### src/rtl/axil_cmd_pkg.sv
// axil_cmd_pkg: shared FSM state type and AXI response codes for the command master
package axil_cmd_pkg;
    typedef enum logic [2:0] {IDLE, WR, WR_B, RD_AR, RD_R, RSP} state_e;
    localparam logic [1:0] RESP_OKAY   = 2'b00;
    localparam logic [1:0] RESP_SLVERR = 2'b10;
endpackage

### src/rtl/axil_cmd_timer.sv
// axil_cmd_timer: per-transaction cycle budget; expired marks the last allowed busy cycle
module axil_cmd_timer #(
    parameter int TIMEOUT = 255
) (
    input  logic clk,
    input  logic rst,
    input  logic clear,
    input  logic run,
    output logic expired
);
    localparam int CW = TIMEOUT > 1 ? $clog2(TIMEOUT) : 1;
    localparam logic [CW-1:0] LIMIT = CW'(TIMEOUT > 0 ? TIMEOUT - 1 : 0);
    logic [CW-1:0] cnt_q, cnt_d;
    // Saturates at LIMIT so a handshake that wins the tie still sees the budget exhausted
    assign expired = (TIMEOUT > 0) && run && (cnt_q >= LIMIT);
    assign cnt_d = clear ? '0 : ((TIMEOUT > 0) && run && !expired) ? cnt_q + 1'b1 : cnt_q;
    always_ff @(posedge clk) begin
        cnt_q <= rst ? '0 : cnt_d;
    end
endmodule

### src/rtl/axil_cmd_master.sv
// axil_cmd_master: single-outstanding command port to AXI4-Lite master with timeout abort
module axil_cmd_master
    import axil_cmd_pkg::*;
#(
    parameter int ADDR_W  = 16,
    parameter int DATA_W  = 32,
    parameter int STRB_W  = DATA_W / 8,
    parameter int TIMEOUT = 255
) (
    input  logic              clk,
    input  logic              rst,
    input  logic              cmd_valid,
    output logic              cmd_ready,
    input  logic              cmd_write,
    input  logic [ADDR_W-1:0] cmd_addr,
    input  logic [DATA_W-1:0] cmd_wdata,
    input  logic [STRB_W-1:0] cmd_wstrb,
    output logic              rsp_valid,
    input  logic              rsp_ready,
    output logic [DATA_W-1:0] rsp_rdata,
    output logic [1:0]        rsp_resp,
    output logic              rsp_timeout,
    output logic [ADDR_W-1:0] axil_awaddr,
    output logic [2:0]        axil_awprot,
    output logic              axil_awvalid,
    input  logic              axil_awready,
    output logic [DATA_W-1:0] axil_wdata,
    output logic [STRB_W-1:0] axil_wstrb,
    output logic              axil_wvalid,
    input  logic              axil_wready,
    input  logic [1:0]        axil_bresp,
    input  logic              axil_bvalid,
    output logic              axil_bready,
    output logic [ADDR_W-1:0] axil_araddr,
    output logic [2:0]        axil_arprot,
    output logic              axil_arvalid,
    input  logic              axil_arready,
    input  logic [DATA_W-1:0] axil_rdata,
    input  logic [1:0]        axil_rresp,
    input  logic              axil_rvalid,
    output logic              axil_rready
);
    state_e            state_q, state_d;
    logic              aw_done_q, aw_done_d, w_done_q, w_done_d;
    logic [ADDR_W-1:0] addr_q, addr_d;
    logic [DATA_W-1:0] wdata_q, wdata_d, rdata_q, rdata_d;
    logic [STRB_W-1:0] wstrb_q, wstrb_d;
    logic [1:0]        resp_q, resp_d;
    logic              to_q, to_d;
    logic              clear, run, expired, abort;

    assign cmd_ready    = (state_q == IDLE) && !rst;
    assign axil_awvalid = (state_q == WR) && !aw_done_q;
    assign axil_wvalid  = (state_q == WR) && !w_done_q;
    assign axil_bready  = state_q == WR_B;
    assign axil_arvalid = state_q == RD_AR;
    assign axil_rready  = state_q == RD_R;
    assign axil_awaddr  = addr_q;
    assign axil_araddr  = addr_q;
    assign axil_awprot  = 3'b000;
    assign axil_arprot  = 3'b000;
    assign axil_wdata   = wdata_q;
    assign axil_wstrb   = wstrb_q;
    assign rsp_valid    = state_q == RSP;
    assign rsp_rdata    = rdata_q;
    assign rsp_resp     = resp_q;
    assign rsp_timeout  = to_q;
    assign run = (state_q == WR) || (state_q == WR_B) || (state_q == RD_AR) || (state_q == RD_R);

    axil_cmd_timer #(.TIMEOUT(TIMEOUT)) u_timer (
        .clk     (clk),
        .rst     (rst),
        .clear   (clear),
        .run     (run),
        .expired (expired)
    );

    always_comb begin
        state_d   = state_q;
        aw_done_d = aw_done_q;
        w_done_d  = w_done_q;
        addr_d    = addr_q;
        wdata_d   = wdata_q;
        wstrb_d   = wstrb_q;
        rdata_d   = rdata_q;
        resp_d    = resp_q;
        to_d      = to_q;
        clear     = 1'b0;
        abort     = 1'b0;
        case (state_q)
            IDLE: if (cmd_valid) begin
                clear     = 1'b1;
                addr_d    = cmd_addr;
                wdata_d   = cmd_wdata;
                wstrb_d   = cmd_wstrb;
                aw_done_d = 1'b0;
                w_done_d  = 1'b0;
                state_d   = cmd_write ? WR : RD_AR;
            end
            WR: begin
                aw_done_d = aw_done_q || (axil_awvalid && axil_awready);
                w_done_d  = w_done_q || (axil_wvalid && axil_wready);
                if (aw_done_d && w_done_d) state_d = WR_B;
                else abort = expired;
            end
            WR_B: if (axil_bvalid) begin
                state_d = RSP;
                rdata_d = '0;
                resp_d  = axil_bresp;
                to_d    = 1'b0;
            end else abort = expired;
            RD_AR: if (axil_arready) state_d = RD_R;
                   else abort = expired;
            RD_R: if (axil_rvalid) begin
                state_d = RSP;
                rdata_d = axil_rdata;
                resp_d  = axil_rresp;
                to_d    = 1'b0;
            end else abort = expired;
            RSP: if (rsp_ready) state_d = IDLE;
            default: state_d = IDLE;
        endcase
        if (abort) begin
            state_d = RSP;
            rdata_d = '0;
            resp_d  = RESP_SLVERR;
            to_d    = 1'b1;
        end
    end

    always_ff @(posedge clk) begin
        if (rst) begin
            state_q   <= IDLE;
            aw_done_q <= 1'b0;
            w_done_q  <= 1'b0;
            addr_q    <= '0;
            wdata_q   <= '0;
            wstrb_q   <= '0;
            rdata_q   <= '0;
            resp_q    <= RESP_OKAY;
            to_q      <= 1'b0;
        end else begin
            state_q   <= state_d;
            aw_done_q <= aw_done_d;
            w_done_q  <= w_done_d;
            addr_q    <= addr_d;
            wdata_q   <= wdata_d;
            wstrb_q   <= wstrb_d;
            rdata_q   <= rdata_d;
            resp_q    <= resp_d;
            to_q      <= to_d;
        end
    end
endmodule

### config.mk
export PLATFORM = sky130hd
export DESIGN_NAME = axil_cmd_master
export DESIGN_NICKNAME = d
export VERILOG_FILES = /design/src/rtl/axil_cmd_pkg.sv /design/src/rtl/axil_cmd_timer.sv /design/src/rtl/axil_cmd_master.sv
export SDC_FILE = /design/constraint.sdc
export NUM_CORES = 1
export LEC_CHECK = 0
export CORE_UTILIZATION = 40
export DETAILED_ROUTE_END_ITERATION = 12
export PLACE_DENSITY = 0.81
export SYNTH_ARGS = -nofsm -noshare
export SYNTH_HDL_FRONTEND = slang
export SYNTH_SLANG_ARGS = --single-unit
### constraint.sdc
create_clock -name clk -period 2.05 [get_ports clk]
set_input_delay 0.41 -clock clk [delete_from_list [all_inputs] [get_ports clk]]
set_output_delay 0.41 -clock clk [all_outputs]
set_load 0.02 [all_outputs]
==> impl_metrics.json <==
{
  "number_of_top_level_design_ports": 214,
  "post-route-min-period_ps": 1926,
  "clock_skew_ps": 14.27,
  "cell_area_reported_after_detailed_placement_sq_um": 6260,
  "synth.top_cells.by_area": "sky130_fd_sc_hd__dfxtp_1, sky130_fd_sc_hd__nand2_1, sky130_fd_sc_hd__a21oi_1",
  "grt_pass1_wl_microns": 19210,
  "holdCritPathClass": "reg2reg",
  "number_of_diodes": 0,
  "run_status": "completed",
  "path_max_fanout": 6,
  "reported_net_switching_power_mw": 2.159,
  "wl_per_cell_microns": 14.49,
  "synth_area_leader_cell": "sky130_fd_sc_hd__dfxtp_1",
  "min_path_cells": 2,
  "die_w_microns": 104.1,
  "ys_dominant_reg_cell": "sky130_fd_sc_hd__dfxtp_1",
  "power_density_nw_per_um2": 913.4,
  "drt-initial-drc-count": 185,
  "vias_per_cell": 5.083,
  "regToRegSetupSlack_ps": 160,
  "worst_slew_margin_rel_pct": 61.16,
  "power.combinational.fraction_pct": 37.8,
  "cp.arrival_ps": 1520,
  "fin_setup_tns_ps": 0,
  "yosysSeqAreaShare_pct": 48.02,
  "synth.top_cell.area_share_pct": 48.02,
  "postSynthCellCount": 510,
  "clk_path_buf_depth": 2,
  "grt_max_degree": 58,
  "cts.hold.buffers_added": 0,
  "critical_path.startpoint": "state_q[0]",
  "insertion_delay_ps": 360,
  "layout-drive-gt1-share_pct": 6.897,
  "worstReg2RegStart": "state_q[0]",
  "worst-slew-pin-transition_ps": 582.6,
  "cts-htree-levels": 3,
  "critical_path_required_ps": 1640,
  "worst_setup_path_end_kind": "primary output",
  "ir_drop_v": 0.0005049,
  "hold_violations": 0,
  "routed_wirelength_microns": 12020,
  "grt_antenna_before_repair": 0,
  "setup-violations-final": 0,
  "min_from": "axil_wdata[4]",
  "ys.warnings.count": 0,
  "reg2reg_to": "rsp_resp[0]",
  "grt.overflow.total": 0,
  "syn_area_per_cell_sq_um": 8.175,
  "yosysUniqueCellTypes": 46,
  "crit_path_cell_trace": "buf_4 > nor3b_4 > dlygate4sd2_1",
  "final_period_utilization_pct": 93.96,
  "ys_seq_elements": 100,
  "criticalPathCategory": "reg2out",
  "number_of_setup_buffers_added_after_cts": 0,
  "cts_root_buf": "sky130_fd_sc_hd__clkbuf_8",
  "startpoint_class": "register",
  "tritoncts": "built",
  "slowest_stage": "sky130_fd_sc_hd__dlygate4sd2_1",
  "placement.io_buffers": 207,
  "first_global_vias": 4040,
  "die-area_sq_um": 10830,
  "routabilityCongestion": 0.7669,
  "drcViolationCount": 0,
  "placeableCoreArea_sq_um": 9955,
  "p_seq_share_pct": 39.4,
  "family_with_the_most_delay_on_the_worst_path": "buffers and inverters",
  "setup_repair_after_global_routing_missed_its_margin": "false",
  "critical_path_buf_inv_count": 2,
  "clkPwrFrac_pct": 22.8,
  "ys_async_sr_fraction_pct": 0,
  "commonest_cells_in_the_netlist": "sky130_fd_sc_hd__nand2_1, sky130_fd_sc_hd__dfxtp_1, sky130_fd_sc_hd__a21oi_1, sky130_fd_sc_hd__nand3_1, sky130_fd_sc_hd__a211oi_1",
  "synth-edff-count": 0,
  "chipHeight_microns": 104.1,
  "switching_power_share_of_the_total_pct": 36.56,
  "power.static_leakage_nw": 2.261,
  "final_cell_area_sq_um": 6466,
  "rows": 36,
  "max_cap_viol_count": 0,
  "slew_viol_final": 0,
  "worst_r2r_path_depth": 6,
  "flow.area_growth_from_synthesis_pct": 55.10,
  "timing.fmax_mhz": 519.2,
  "route.vias.total": 4214,
  "clkTransAtPathRegs_ps": 100,
  "initial_core_util_pct": 41.88,
  "synth_area_sq_um": 4169,
  "p_int_mw": 3.747,
  "cts_num_sinks": 100,
  "critical_path.max_stage_delay_ps": 410,
  "detail-route-antenna-nets": 0,
  "global_route.usage.total_pct": 21.65,
  "drtPass1Iterations": 4,
  "worst_hold_path.endpoint": "axil_wdata[4]",
  "nNetsFinal": 791,
  "cts_made_buffers": 9,
  "count_leader_synth": "sky130_fd_sc_hd__nand2_1",
  "dp_hpwl_microns": 8808,
  "cp_num_cells": 3
}
registers in the layout, summed over array words and instances, names as in the netlist:
signal and count:
rsp_timeout 1, axil_araddr 16, state_q 3, u_timer.cnt_q 8
axil_wstrb 4, axil_wdata 32, rsp_rdata 32, w_done_q 1
aw_done_q 1, rsp_resp 2
layout by cell type (no fill, tap or decap), types with 3 or more instances in the layout:
cell type                         Yosys  layout
sky130_fd_sc_hd__nor3_1               5       5
sky130_fd_sc_hd__a211oi_1            33      33
sky130_fd_sc_hd__buf_12               0       3
sky130_fd_sc_hd__conb_1               1       6
sky130_fd_sc_hd__dfxtp_1            100      98
sky130_fd_sc_hd__a21oi_1             60      60
sky130_fd_sc_hd__or3_1                4       4
sky130_fd_sc_hd__dlygate4sd2_1        0       6
sky130_fd_sc_hd__nand2_1            145     145
sky130_fd_sc_hd__inv_8                0       3
sky130_fd_sc_hd__clkbuf_8             0       9
sky130_fd_sc_hd__buf_4               22      16
sky130_fd_sc_hd__nand2b_1             4       4
sky130_fd_sc_hd__nand3_1             35      35
sky130_fd_sc_hd__nor2_1              10      10
sky130_fd_sc_hd__clkdlybuf4s50_1      0     199
sky130_fd_sc_hd__o21ai_0              5       4
sky130_fd_sc_hd__mux2i_1              3       3
sky130_fd_sc_hd__nor3b_1              3       3
sky130_fd_sc_hd__inv_1                4       4
stage by stage:
step	hold WS [ps]	utilization, %	setup WS (ps)	total power, mW	cells
after floorplan	439.2	-	396.9	3.666	515
after global routing	485.1	64.96	10.97	6.218	829
after global placement	441.0	62.88	-159.6	4.562	813
after CTS	461.1	64.96	39.33	5.947	829
final	458.2	64.96	123.8	5.906	829
after detailed placement	447.1	62.88	-186.2	4.628	813
timing repair:
item                       CTS  global route
pin swaps                    0             0
gates resized for setup      8             5
setup endpoints to repair   10            24
kinds of logic after synthesis:
logic type                 count (synthesis)  synth area share, %
AOI/OAI and AO/OA                        120                18.43
adders and majority gates                  2               0.6001
buffers and inverters                     65                8.943
DFF                                      100                48.02
muxes                                      3               0.7203
other                                      1              0.08995
and+or+nand+nor                          219                23.20
cell type report:
type	count	area, sq um
Timing Repair Buffer	226	2235
Multi-Input combinational cell	350	1832
Sequential cell	100	2004
Inverter	4	15.01
Clock inverter	7	90.09
Tap cell	133	166.4
Clock buffer	9	123.9
Fill cell	865	3488
power by group through the flow:
stage | sequential, mW | combinational (mW) | clock [mW]
floorplan | 2.55 | 1.11 | 0
global route | 2.36 | 2.40 | 1.46
global placement | 2.35 | 2.22 | 0
CTS | 2.32 | 2.25 | 1.38
detailed placement | 2.37 | 2.26 | 0
finish | 2.33 | 2.23 | 1.35
per-layer routing:
metal | up-vias | global-route usage (%) | share of wire [%]
met5 | - | 0 | 0
met4 | 0 | 7.041 | 1.4
met3 | 15 | 5.576 | 6.1
met2 | 137 | 39.81 | 51
met1 | 1979 | 24.14 | 41
li1 | 2083 | - | -
worst min-delay path, cell delays in order (launching register included):
cell and delay (ps):
sky130_fd_sc_hd__dfxtp_1 320, sky130_fd_sc_hd__nand2_1 50, sky130_fd_sc_hd__a21oi_1 50
how the worst max path moves through the flow:
stage,end
finish,axil_rready
global route,axil_rready
CTS,rsp_resp[0]
detailed placement,rsp_resp[0]
global placement,rsp_resp[0]
floorplan,axil_bready
Power figures use the tool's default switching activity.
